==> config.mk <==
export PLATFORM = sky130hd
export DESIGN_NAME = speck_uart_cmd_link
export DESIGN_NICKNAME = d
export VERILOG_FILES = /design/src/rtl/speck_uart_pkg.sv /design/src/rtl/speck_uart_tx_serializer.sv /design/src/rtl/speck_uart_cmd_link.sv
export SDC_FILE = /design/constraint.sdc
export NUM_CORES = 1
export LEC_CHECK = 0
export ABC_AREA = 0
export CORE_MARGIN = 2
export CORE_UTILIZATION = 31
export DETAILED_ROUTE_END_ITERATION = 8
export DONT_BUFFER_PORTS = 1
export PLACE_DENSITY = 0.49
export SYNTH_ARGS = -nofsm -noshare
export SYNTH_HDL_FRONTEND = slang
export SYNTH_HIERARCHICAL = 1
export SYNTH_SLANG_ARGS = --single-unit
==> constraint.sdc <==
create_clock -name clk -period 5.8 [get_ports clk]
set_input_delay 0 -clock clk [delete_from_list [all_inputs] [get_ports clk]]
set_output_delay 0 -clock clk [all_outputs]
set_load 0.03 [all_outputs]
==> src/rtl/speck_uart_pkg.sv <==
// rtl/speck_uart_pkg.sv - byte codes, state encoding and sizing helper for the SPECK UART link
package speck_uart_pkg;

  typedef enum logic [3:0] {
    ST_IDLE     = 4'd0,
    ST_RX_PAY   = 4'd1,
    ST_KS_WAIT  = 4'd2,
    ST_OP_WAIT  = 4'd3,
    ST_DONE_CLR = 4'd4,
    ST_TX_BYTE  = 4'd5,
    ST_TX_WAIT  = 4'd6,
    ST_SRST     = 4'd7
  } state_e;

  localparam logic [7:0] CMD_KEY     = 8'h4B;
  localparam logic [7:0] CMD_ENC     = 8'h45;
  localparam logic [7:0] CMD_DEC     = 8'h44;
  localparam logic [7:0] CMD_RST     = 8'h52;
  localparam logic [7:0] RSP_UNKNOWN = 8'h3F;
  localparam logic [7:0] RSP_NOKEY   = 8'h21;
  localparam logic [7:0] RSP_TIMEOUT = 8'h54;
  localparam logic [7:0] RSP_KEY_OK  = 8'h6B;

  function automatic int clog2(input int v);
    int r;
    r = 0;
    while ((1 << r) < v) r = r + 1;
    return r;
  endfunction

endpackage

==> src/rtl/speck_uart_tx_serializer.sv <==
// rtl/speck_uart_tx_serializer.sv - sends a loaded word MSB-first, one byte per tx_valid/tx_busy handshake
module speck_uart_tx_serializer #(
  parameter int W   = 32,
  parameter int NBW = 4
) (
  input  logic           clk,
  input  logic           rst_n,
  input  logic           load_i,
  input  logic [2*W-1:0] word_i,
  input  logic [NBW-1:0] nbytes_i,
  input  logic           fire_i,
  input  logic           tx_busy_i,
  output logic [7:0]     tx_data_o,
  output logic           tx_valid_o,
  output logic           byte_done_o,
  output logic           last_o
);

  logic [2*W-1:0] sh_q;
  logic [NBW-1:0] cnt_q;
  logic [7:0]     data_q;
  logic           valid_q;
  logic           pend_q;
  logic           seen_q;

  // A byte is finished only once busy has been seen high and has dropped again.
  assign byte_done_o = pend_q && seen_q && !tx_busy_i;
  assign last_o      = (cnt_q == NBW'(1));
  assign tx_data_o   = data_q;
  assign tx_valid_o  = valid_q;

  always_ff @(posedge clk or negedge rst_n) begin
    if (!rst_n) begin
      sh_q    <= '0;
      cnt_q   <= '0;
      data_q  <= '0;
      valid_q <= 1'b0;
      pend_q  <= 1'b0;
      seen_q  <= 1'b0;
    end else begin
      valid_q <= fire_i;
      if (load_i) begin
        sh_q   <= word_i;
        cnt_q  <= nbytes_i;
        pend_q <= 1'b0;
        seen_q <= 1'b0;
      end else if (fire_i) begin
        data_q <= sh_q[2*W-1 -: 8];
        pend_q <= 1'b1;
        seen_q <= 1'b0;
      end else if (byte_done_o) begin
        sh_q   <= sh_q << 8;
        cnt_q  <= cnt_q - NBW'(1);
        pend_q <= 1'b0;
        seen_q <= 1'b0;
      end else if (pend_q && tx_busy_i) begin
        seen_q <= 1'b1;
      end
    end
  end

endmodule

==> src/rtl/speck_uart_cmd_link.sv <==
// rtl/speck_uart_cmd_link.sv - UART command/frame engine for SPECK key schedule and cipher cores
module speck_uart_cmd_link
  import speck_uart_pkg::*;
#(
  parameter int W           = 32,
  parameter int M           = 4,
  parameter int TIMEOUT_CYC = 1_000_000,
  parameter int RST_CYCLES  = 1000
) (
  input  logic           clk,
  input  logic           rst_n,
  input  logic [7:0]     rx_data_i,
  input  logic           rx_valid_i,
  output logic [7:0]     tx_data_o,
  output logic           tx_valid_o,
  input  logic           tx_busy_i,
  output logic [M*W-1:0] key_flat_o,
  output logic           key_load_o,
  input  logic           ks_done_i,
  output logic [2*W-1:0] blk_in_o,
  output logic           op_start_o,
  output logic           op_decrypt_o,
  input  logic [2*W-1:0] blk_out_i,
  input  logic           op_done_i,
  output logic           soft_rst_o,
  output logic           busy_o,
  output logic [7:0]     err_cnt_o,
  output logic [3:0]     state_out_o
);

  localparam int KW  = M * W;
  localparam int KB  = KW / 8;
  localparam int BB  = 2 * W / 8;
  localparam int CW  = clog2(KB + 1);
  localparam int NBW = clog2(BB + 1);
  localparam int TW  = clog2(TIMEOUT_CYC + 1);
  localparam int RW  = clog2(RST_CYCLES + 1);
  localparam logic [CW-1:0] KEY_BYTES = CW'(KB);
  localparam logic [CW-1:0] BLK_BYTES = CW'(BB);

  state_e         state_q, state_d;
  logic [7:0]     cmd_q, cmd_d;
  logic [CW-1:0]  cnt_q, cnt_d;
  logic [TW-1:0]  to_q, to_d;
  logic [RW-1:0]  rc_q, rc_d;
  logic [KW-1:0]  pay_q, pay_d;
  logic [KW-1:0]  key_q, key_d;
  logic [2*W-1:0] blk_q, blk_d;
  logic           kv_q, kv_d;
  logic           dec_q, dec_d;
  logic [7:0]     err_q, err_d;
  logic           key_load_q, key_load_d;
  logic           op_start_q, op_start_d;

  logic           ser_load, ser_fire, ser_byte_done, ser_last;
  logic [2*W-1:0] ser_word;
  logic [NBW-1:0] ser_n;
  logic           rsp_en, err_inc;
  logic [7:0]     rsp_code;

  speck_uart_tx_serializer #(.W(W), .NBW(NBW)) u_ser (
    .clk         (clk),
    .rst_n       (rst_n),
    .load_i      (ser_load),
    .word_i      (ser_word),
    .nbytes_i    (ser_n),
    .fire_i      (ser_fire),
    .tx_busy_i   (tx_busy_i),
    .tx_data_o   (tx_data_o),
    .tx_valid_o  (tx_valid_o),
    .byte_done_o (ser_byte_done),
    .last_o      (ser_last)
  );

  always_comb begin
    state_d    = state_q;
    cmd_d      = cmd_q;
    cnt_d      = cnt_q;
    to_d       = to_q;
    rc_d       = rc_q;
    pay_d      = pay_q;
    key_d      = key_q;
    blk_d      = blk_q;
    kv_d       = kv_q;
    dec_d      = dec_q;
    key_load_d = 1'b0;
    op_start_d = 1'b0;
    ser_load   = 1'b0;
    ser_word   = '0;
    ser_n      = '0;
    ser_fire   = 1'b0;
    rsp_en     = 1'b0;
    rsp_code   = '0;
    err_inc    = 1'b0;
    case (state_q)
      ST_IDLE: if (rx_valid_i) begin
        if (rx_data_i == CMD_KEY || rx_data_i == CMD_ENC || rx_data_i == CMD_DEC) begin
          cmd_d   = rx_data_i;
          cnt_d   = '0;
          to_d    = '0;
          state_d = ST_RX_PAY;
        end else if (rx_data_i == CMD_RST) begin
          rc_d    = '0;
          kv_d    = 1'b0;
          state_d = ST_SRST;
        end else begin
          rsp_en   = 1'b1;
          rsp_code = RSP_UNKNOWN;
          err_inc  = 1'b1;
        end
      end
      ST_RX_PAY: begin
        // Payload is staged so key/block outputs only change on a complete frame.
        if (cnt_q == ((cmd_q == CMD_KEY) ? KEY_BYTES : BLK_BYTES)) begin
          err_inc = rx_valid_i;
          if (cmd_q == CMD_KEY) begin
            key_d      = pay_q;
            kv_d       = 1'b0;
            key_load_d = 1'b1;
            state_d    = ST_KS_WAIT;
          end else if (kv_q) begin
            blk_d      = pay_q[2*W-1:0];
            dec_d      = (cmd_q == CMD_DEC);
            op_start_d = 1'b1;
            state_d    = ST_OP_WAIT;
          end else begin
            rsp_en   = 1'b1;
            rsp_code = RSP_NOKEY;
            err_inc  = 1'b1;
          end
        end else if (rx_valid_i) begin
          pay_d = {pay_q[KW-9:0], rx_data_i};
          cnt_d = cnt_q + CW'(1);
          to_d  = '0;
        end else if (to_q == TW'(TIMEOUT_CYC - 1)) begin
          rsp_en   = 1'b1;
          rsp_code = RSP_TIMEOUT;
          err_inc  = 1'b1;
        end else begin
          to_d = to_q + TW'(1);
        end
      end
      ST_KS_WAIT: if (ks_done_i) begin
        kv_d     = 1'b1;
        ser_load = 1'b1;
        ser_word = {RSP_KEY_OK, {(2*W-8){1'b0}}};
        ser_n    = NBW'(1);
        state_d  = ST_DONE_CLR;
      end
      ST_OP_WAIT: if (op_done_i) begin
        ser_load = 1'b1;
        ser_word = blk_out_i;
        ser_n    = NBW'(BB);
        state_d  = ST_DONE_CLR;
      end
      ST_DONE_CLR: if (!((cmd_q == CMD_KEY) ? ks_done_i : op_done_i)) state_d = ST_TX_BYTE;
      ST_TX_BYTE: if (!tx_busy_i) begin
        ser_fire = 1'b1;
        state_d  = ST_TX_WAIT;
      end
      ST_TX_WAIT: if (ser_byte_done) state_d = ser_last ? ST_IDLE : ST_TX_BYTE;
      ST_SRST: begin
        if (rc_q == RW'(RST_CYCLES - 1)) state_d = ST_IDLE;
        else rc_d = rc_q + RW'(1);
      end
      default: state_d = ST_IDLE;
    endcase
    if (rsp_en) begin
      ser_load = 1'b1;
      ser_word = {rsp_code, {(2*W-8){1'b0}}};
      ser_n    = NBW'(1);
      state_d  = ST_TX_BYTE;
    end
    // Bytes arriving while the engine is occupied are dropped as overruns.
    if (rx_valid_i && state_q != ST_IDLE && state_q != ST_RX_PAY) err_inc = 1'b1;
    err_d = (err_inc && err_q != 8'hFF) ? err_q + 8'd1 : err_q;
  end

  always_ff @(posedge clk or negedge rst_n) begin
    if (!rst_n) begin
      state_q    <= ST_IDLE;
      cmd_q      <= '0;
      cnt_q      <= '0;
      to_q       <= '0;
      rc_q       <= '0;
      pay_q      <= '0;
      key_q      <= '0;
      blk_q      <= '0;
      kv_q       <= 1'b0;
      dec_q      <= 1'b0;
      err_q      <= '0;
      key_load_q <= 1'b0;
      op_start_q <= 1'b0;
    end else begin
      state_q    <= state_d;
      cmd_q      <= cmd_d;
      cnt_q      <= cnt_d;
      to_q       <= to_d;
      rc_q       <= rc_d;
      pay_q      <= pay_d;
      key_q      <= key_d;
      blk_q      <= blk_d;
      kv_q       <= kv_d;
      dec_q      <= dec_d;
      err_q      <= err_d;
      key_load_q <= key_load_d;
      op_start_q <= op_start_d;
    end
  end

  assign key_flat_o   = key_q;
  assign key_load_o   = key_load_q;
  assign blk_in_o     = blk_q;
  assign op_start_o   = op_start_q;
  assign op_decrypt_o = dec_q;
  assign soft_rst_o   = (state_q == ST_SRST);
  assign busy_o       = (state_q != ST_IDLE);
  assign err_cnt_o    = err_q;
  assign state_out_o  = state_q;

endmodule
Yosys cells after proc, flatten, opt, wreduce, memory -nomap -nowiden. Cells that the tools add are included.

$add $sub $neg: 5. Eq/ne operators: 41. Mux-type cells: 97. Bitwise operators: 3. Reductions and logical operators: 28.

Operator list (number): $mux W64 (5); $pmux W64 S2 (1); $mux W20 (5); $mux W4 (18); $mux W63 (1); $eq A8 B7 Y1 const B (6); $mux W10 (4); $pmux W20 S2 (1); $mux W1 (39); $pmux W4 S8 (1); $mux W6 (5); $mux W5 (5); $ne A3 B3 Y1 const B (8); $ne A2 B2 Y1 const B (11); $add A20 B1 Y20 const B (1); $eq A20 B20 Y1 const B (1); $pmux W10 S2 (1); $eq A4 B3 Y1 const B (4); $pmux W8 S2 (1); $reduce_and A5 Y1 (3); $mux W7 (2); $add A10 B1 Y10 const B (1); $eq A10 B10 Y1 const B (1); $pmux W5 S2 (1); 28 further kinds (48).

Flip-flop bits (word level): 458. Output and inout bits: 218.

Logic depth before layout (Yosys ltp). Gate-level depths: netlist (run 1).

Word-level depth: 9. Gate-level depth with buffers: 13. Mapped depth without buffers: 11.

Hierarchy. Netlist (run 1), hierarchy kept.

By module, submodules not included: speck_uart_cmd_link (times used 1, cells an instance 1266, area an instance 15717.6 um^2, sequential area each 9459.1 um^2); speck_uart_tx_serializer (times used 1, cells an instance 333, area an instance 3577.2 um^2, sequential area each 1976.9 um^2).

Worst setup path after synthesis (run 1). No wires, ideal clock.

Kind: register to register. Start: register, netlist name cnt_q[0]. End: register u_ser.data_q[0] (netlist: u_ser/tx_data_o[0]). Arrival: 2.801 ns. Slack: 2.875 ns. Stages on the path, launching flop included: 12. Buffers on the path: 1. Path through: dfrtp_1 > inv_1 > ha_1 > nor4bb_1 > o21ai_1 > nand3_1 > o21ai_0 > nor3_1 > o21ai_0 > buf_2 > nor2_2 > mux2_2.

RTL lines: end signal, assigned (line speck_uart_tx_serializer.sv:48) `data_q <= sh_q[2*W-1 -: 8];`; end, declared (line speck_uart_tx_serializer.sv:21) `logic [7:0] data_q;`.

Worst setup path in the final report (run 1).
Start: register to_q[0]. End: register u_ser.sh_q[6].

Word-level cells in the longest chain between the ends: 8.

RTL lines: start, declared (line speck_uart_cmd_link.sv:44) `logic [TW-1:0] to_q, to_d;`; start signal, assigned (line speck_uart_cmd_link.sv:198) `to_q <= to_d;`; $eq A20 B20 Y1 * (line speck_uart_cmd_link.sv:135) `end else if (to_q == TW'(TIMEOUT_CYC - 1)) begin`; $mux W1 * (line speck_uart_cmd_link.sv:135); $mux W1 * (line speck_uart_cmd_link.sv:131) `end else if (rx_valid_i) begin`; $mux W1 * (line speck_uart_cmd_link.sv:114) `if (cnt_q == ((cmd_q == CMD_KEY) ? KEY_BYTES : BLK_BYTES)) begin`; $pmux W1 S2 * (line speck_uart_cmd_link.sv:95) `case (state_q)`; $mux W1 * (line speck_uart_cmd_link.sv:168) `if (rsp_en) begin`; via ser_load (line speck_uart_cmd_link.sv:55) `logic ser_load, ser_fire, ser_byte_done, ser_last;`; $ne A2 B2 Y1 (no source line) or $reduce_bool A2 Y1 (tied branches); $reduce_and A2 Y1 (no source line); end signal, assigned (line speck_uart_tx_serializer.sv:43) `sh_q <= word_i;`; end signal, assigned (line speck_uart_tx_serializer.sv:52) `sh_q <= sh_q << 8;`; end, declared (line speck_uart_tx_serializer.sv:19) `logic [2*W-1:0] sh_q;`.

The timed path passes the listed nets; every way through them passes the cells marked *. A chain may end at the register's enable or synchronous reset.

==> impl_results.md, run 1 <==
- Switching part of the total: 21.9%
- Fmax: 250 MHz
- Setup crit start kind: flip-flop
- Post-synth top cells: 457 x dfrtp_1, 314 x nand2_1, 252 x mux2_2
- Hold WC Path Type: input pin to asynchronous set/reset pin
- Main area contributors after synthesis: dfrtp_1 59%, mux2_2 15%, nand2_1 6.1%
- Failing checks: negative hold slack
- DR iter-0 viols: 670
- Horiz. Die Dim: 253 um
- Initial Util: 31.3%
- Asr flop ratio synth: 100%
- Mapped Area: 0.0193 mm^2
- Clk sinks: roughly 460
- Grt ovf: 0
- Post-DP HPWL: 30.8 mm
- Fin crit period: 4.00 ns
- Vias: 12150
- First-pass GRT wire length: between 70 and 80 mm
- Ports: 296
- Worst path required time: 6.21 ns
- Clock transition at the registers of the reported paths: 0.06 ns
- Reg2reg path depth: 9
- CTS Root Cell: clkbuf_16
- #FFs+latches synth: 457
- CP max FO: 130
- Sequential share of the synthesized area: 59.3%
- Die height: 253 um
- Slew Limit Fails: 0
- Syn Area/Cell: 12.1 um^2
- Worst hold slack: -0.910 ns
- Largest net degree at the start of global routing: 458
- Crit share post-route: 68.9%
- Status: finished, violations left
- Total wire length: 48.9 mm
- Crit path kind: flip-flop to flip-flop
- Routed wire length per instance: 19.3 um
- Pleak: 10.8 nW
- Final setup fails: 0
- Peak VDD IR: 0.194 mV
- Initial antenna violation count: 0
- Fin nets: roughly 1700
- Top-area cell type share of the netlist area: 59.3%
- GRT Total Usage: 15.0%
- Core Region: 0.0616 mm^2
- P_int: 5.31 mW
- CTS Buf Count: 51
- Final hold vios: 458
- Crit path buffers/inverters: 1
- CTS resizes: 0
- Postcts setup bufs: 0
- Critical-path top delay cell: buf_4
- Clk_lat worst skew: 0.60 ns
- Power share of the combinational group: under 10%
- Global placement routability congestion: ~0.76
- Rel. slew slack: 21.3%
- ANT cells: 0
- Core Rows: around 90
- Synthesis Warnings: 6
- DRC viols: 0
- Cell variety after synth: 77
- Actual slew at the worst max-slew pin: 1.18 ns
- Pwr/cell area: 301 mW/mm^2
- Final TNS setup: 0 ns
- Synthesis-to-layout area growth: 17.1%
- Worst path max stage delay: 0.89 ns
- Total power: slightly below 7 mW
- Antenna Violating Nets Remaining: 0
- Vias per cell: between 4 and 5
- IO Port Bufs: 0
- Net Switching: 1.49 mW
- Top cell type by total area after synthesis: dfrtp_1
- Clk pwr share: between 50% and 60%
- Arrival @ worst endpoint: 4.41 ns
- Cell count after synthesis: approximately 1600
- Maxcap violations: 0
- Crit path max-delay family: simple AND/OR/NAND/NOR gates
- Cell with the most instances after synthesis: dfrtp_1
- EDFF count, synth: 0
- Die ar.: 0.0643 mm^2
- Hold buffer count at CTS: roughly 80
- DRT Pass-1 Iters: 5
- Vias in the first global route: between 10000 and 15000
- RSZ-0062 raised after global routing: no
- # H-tree levels: 2
- Clk_skew: 0.0319 ns
- CTS tree: yes
- Most used DFF post-synth: dfrtp_1
- CP Cell Sequence: ha_1 > nand2_1 > nor4_1 > nand2_1 > o21ai_0 > nor3_1 > o21ai_4 > buf_4 > o21ai_0
- Sequential Power Share: 48.6%
- CP Depth: 9
- CP Capture Type: flip-flop
- Layout cells sized above 1: 21.7%
- Clock tree buffer depth: 3
[worst paths after layout]
path / startpoint / to / slack [ns]
min in group clk: rx_valid_i / cnt_q[1] / 0
max in group asynchronous: rst_n / u_ser/sh_q[28] / 5.98
hold / removal: rst_n / pay_q[100] / -0.91
setup reg to reg: to_q[0] / u_ser/sh_q[6] / 1.80
hold reg to reg: cmd_q[6] / cmd_q[6] / 0.49
setup / recovery: to_q[0] / u_ser/sh_q[6] / 1.80
[cell families after synthesis]
group           after synthesis  synth area share [%]
compound gates              176                  5.47
xor+xnor                      8                 0.363
fa+ha+maj                     7                 0.454
buf+inv                      98                  2.47
flops                       457                  59.3
mux                         330                  18.9
other cells                   1                0.0194
simple gates                522                  13.1
[sequential cells by signal (all words and copies together), names as in the netlist, 3 cells and up]
register,flops
pay_q,128
key_flat_o,128
u_ser/sh_q,64
blk_in_o,64
cmd_q,8
state_out_o,3
cnt_q,5
rc_q,10
u_ser/tx_data_o,8
err_cnt_o,8
to_q,20
u_ser/cnt_q,4
[power groups by stage]
stage | registers, mW | clock network [mW] | logic, mW
final | 3.30 | 3.39 | 0.100
after detailed placement | 3.36 | 0 | 0.0551
after global placement | 3.36 | 0 | 0.0537
after CTS | 3.30 | 3.51 | 0.101
after global routing | 3.31 | 3.63 | 0.112
after floorplan | 3.34 | 0 | 0.0486
[cells in the final DEF, fill, tap and decap left out, drive strengths merged, types with 4 or more instances in the layout]
cell and n:
nand2 314, dlygate4sd3 78, nand2b 8, nand4 10
and3 10, o21ai 98, buf 6, clkinv 15
o211ai 4, dfrtp 457, nor3 14, clkbuf 73
inv 14, bufinv 5, nor2 25, mux2 270
xnor2 7, or4 13, and2 63, nor3b 5
mux2i 60, nand3 21, a31oi 6, a21oi 27
ha 7, nor4b 5, o31ai 13, or3 10
[stage by stage]
stage	std cells	setup slack (ns)	hold slack (ns)	instance area (um^2)	utilization, %
after CTS	2532	1.87	-0.939	22600	36.7
final	2532	1.80	-0.910	22600	36.7
after detailed placement	2359	1.87	-0.278	20000	32.5
after floorplan	1601	2.87	-0.296	19300	-
after global placement	2359	2.18	-0.280	20000	32.5
after global routing	2532	1.39	-0.947	22600	36.7
[cell type report]
cell class	instances	area [um^2]
Clock buffer	73	1500
Clock inverter	22	287
Multi-Input combinational cell	1046	7420
Sequential cell	457	11400
Inverter	13	48.8
Fill cell	5998	39000
Tap cell	837	1050
Timing Repair Buffer	84	851
[layer usage]
metal / vias up / global-route usage [%] / wire (um)
met1: 6143 / 19.2 / 21100
met3: 67 / 5.19 / 4030
met2: 286 / 24.2 / 22800
met5: - / 0 / 0
met4: 0 / 3.77 / 1010
li1: 5654 / - / -
Note: power is estimated with default switching activity, not from simulation.
==> run 2, diff against run 1 <==
clock period = 3.75 ns   (was 5.8 ns; I/O delays follow)
==> run 2 against run 1 <==
- the flow still finishes with violations (negative hold slack)
- routed wire length fell by 0.46%
- via count rose by 0.17%
- critical endpoint is now pay_q[17]
- highest routed layer unchanged
- sequential share of layout area fell by 0.52 points
- worst setup slack got worse by 1.3 ns
- non-clock buffer count rose by 13
- cell area rose by 1.0%
- die area did not move
==> impl_results.md, run 2 (same netlist as run 1, synthesis figures left out) <==
- Vias in the first global route: 12103
- Status: finished, violations left
- RSZ-0062 raised after global routing: no
- Routed wire length per instance: 19.2 um
- CTS Root Cell: clkbuf_16
- Clk sinks: 457
- IO Port Bufs: 0
- Setup crit start kind: flip-flop
- Final setup fails: 0
- Slew Limit Fails: 0
- Fmax: a little over 300 MHz
- Clock transition at the registers of the reported paths: 0.06 ns
- Crit share post-route: a little under nine tenths
- Core Rows: 91
- Fin nets: 1752
- Rel. slew slack: 16.8%
- Grt ovf: 0
- Die ar.: 0.0643 mm^2
- Critical-path top delay cell: nand4_1
- Initial Util: 31.3%
- CP max FO: 32
- Vias: 12171
- Commonest non-fill, non-tap cell in the layout: dfrtp_1
- CTS Buf Count: 52
- Clk_skew: ~0.017 ns
- Worst path required time: around 4.2 ns
- Most frequent cells in the layout: 457 x dfrtp_1, 314 x nand2_1, 252 x mux2_2
- Synthesis-to-layout area growth: 18.3%
- Die height: 253 um
- Total wire length: around 49 mm
- Ports: 296
- Worst path max stage delay: 0.86 ns
- First-pass GRT wire length: 74.6 mm
- Maxcap violations: 0
- Clk_lat worst skew: 0.60 ns
- Worst hold slack: -0.904 ns
- Final TNS setup: 0 ns
- Clock tree buffer depth: 3
- Initial antenna violation count: 0
- Vias per cell: 4.78
- Core Region: roughly 0.062 mm^2
- GRT Total Usage: 14.9%
- # H-tree levels: 2
- ANT cells: 0
- Final hold vios: 457
- CP Capture Type: flip-flop
- DRT Pass-1 Iters: 5
- Arrival @ worst endpoint: between 3 and 4 ns
- Fin crit period: 3.21 ns
- Global placement routability congestion: around 0.8
- Largest net degree at the start of global routing: ~460
- Postcts setup bufs: 0
- Crit path kind: flip-flop to flip-flop
- CP Cell Sequence: or4b_1 > o21ai_1 > nand4_1 > buf_12 > mux2_1
- FF-to-FF End: pay_q[17]
- Actual slew at the worst max-slew pin: 1.25 ns
- Hold WC Path Type: input pin to asynchronous set/reset pin
- Layout cells sized above 1: 22.3%
- Post-DP HPWL: 31.4 mm
- Pwr/cell area: 464 mW/mm^2
- R2r setup slk: 0.54 ns
- DR iter-0 viols: a little over 600
- Failing checks: negative hold slack
- Peak VDD IR: roughly 0.31 mV
- Reg2reg path depth: 5
- Crit Reg-Reg Startpoint: cmd_q[5]
- CTS tree: yes
- Horiz. Die Dim: 253 um
- Pleak: 10.9 nW
- DRC viols: 0
- Antenna Violating Nets Remaining: 0
- Hold buffer count at CTS: 79
[run 2: cell count changes in the layout (fill, tap and decap cells not counted)]
cell           previous run  this run
clkinv_4                  2         1
buf_4                     4         9
clkbuf_16                51        52
bufinv_16                 5         4
inv_6                     1         3
clkbuf_8                 14        21
clkinv_2                 10         3
dlygate4sd3_1            78        79
buf_12                    2         9
clkbuf_1                  8         7
clkinv_8                  2         1
[run 2: critical path: cells and delay by family (launching register included)]
family / cells / cell delay, ns
AND/OR/NAND/NOR: 2 / 1.50
buffers and inverters: 1 / 0.51
flip-flops: 1 / 0.42
multiplexers: 1 / 0.33
AO/OA/AOI/OAI: 1 / 0.30
[run 2: per-stage QoR]
step                      instance area [um^2]  util, %  setup WS (ns)  std cells  power, mW
final                                    22800     37.0          0.544       2544       10.6
after global routing                     22800     37.0          0.305       2544       11.0
after CTS                                22800     37.0          0.469       2544       10.8
after detailed placement                 20200     32.8          0.598       2371       5.29
after global placement                   20200     32.8          0.524       2371       5.28
after floorplan                          19300        -          0.825       1601       5.25
[run 2: repair_timing]
item | in CTS | in global routing
gates resized for setup | 0 | 0
hold endpoints to repair | 582 | 457
endpoints found under the setup margin | 0 | 0
[run 2: worst max-delay path by stage]
stage / startpoint / end / slack, ns / depth (start not counted)
2_1_floorplan: cnt_q[0] / u_ser/tx_data_o[0] / 0.82 / 11
3_3_place_gp: cmd_q[5] / pay_q[17] / 0.52 / 5
3_5_place_dp: cmd_q[5] / pay_q[17] / 0.60 / 5
4_1_cts: cmd_q[5] / pay_q[17] / 0.47 / 5
5_1_grt: cnt_q[1] / u_ser/tx_data_o[1] / 0.31 / 10
6_report: cmd_q[5] / pay_q[17] / 0.54 / 5
[run 2: where the power goes]
part / switching (mW) / internal (mW) / total [mW]
registers: 0.138 / 4.97 / 5.11
logic: 0.0561 / 0.100 / 0.156
clock network: 2.08 / 3.24 / 5.33
total: 2.28 / 8.31 / 10.6
[run 2: area by class of cell]
class,instances,area [um^2]
multi-input cells,1046,7420
clock inverters,14,214
fillers,5994,38800
clock buffers,80,1620
well taps,837,1050
repair buffers,97,1040
inverters,13,48.8
flip-flops and latches,457,11400
[run 2: per-layer routing]
| metal | GRT usage (%) | vias up | wire length [um] |
|---|---|---|---|
| met5 | 0 | - | 0 |
| met4 | 4.04 | 0 | 1130 |
| met3 | 5.61 | 68 | 4400 |
| met2 | 23.9 | 285 | 22800 |
| met1 | 18.9 | 6117 | 20400 |
| li1 | - | 5701 | - |
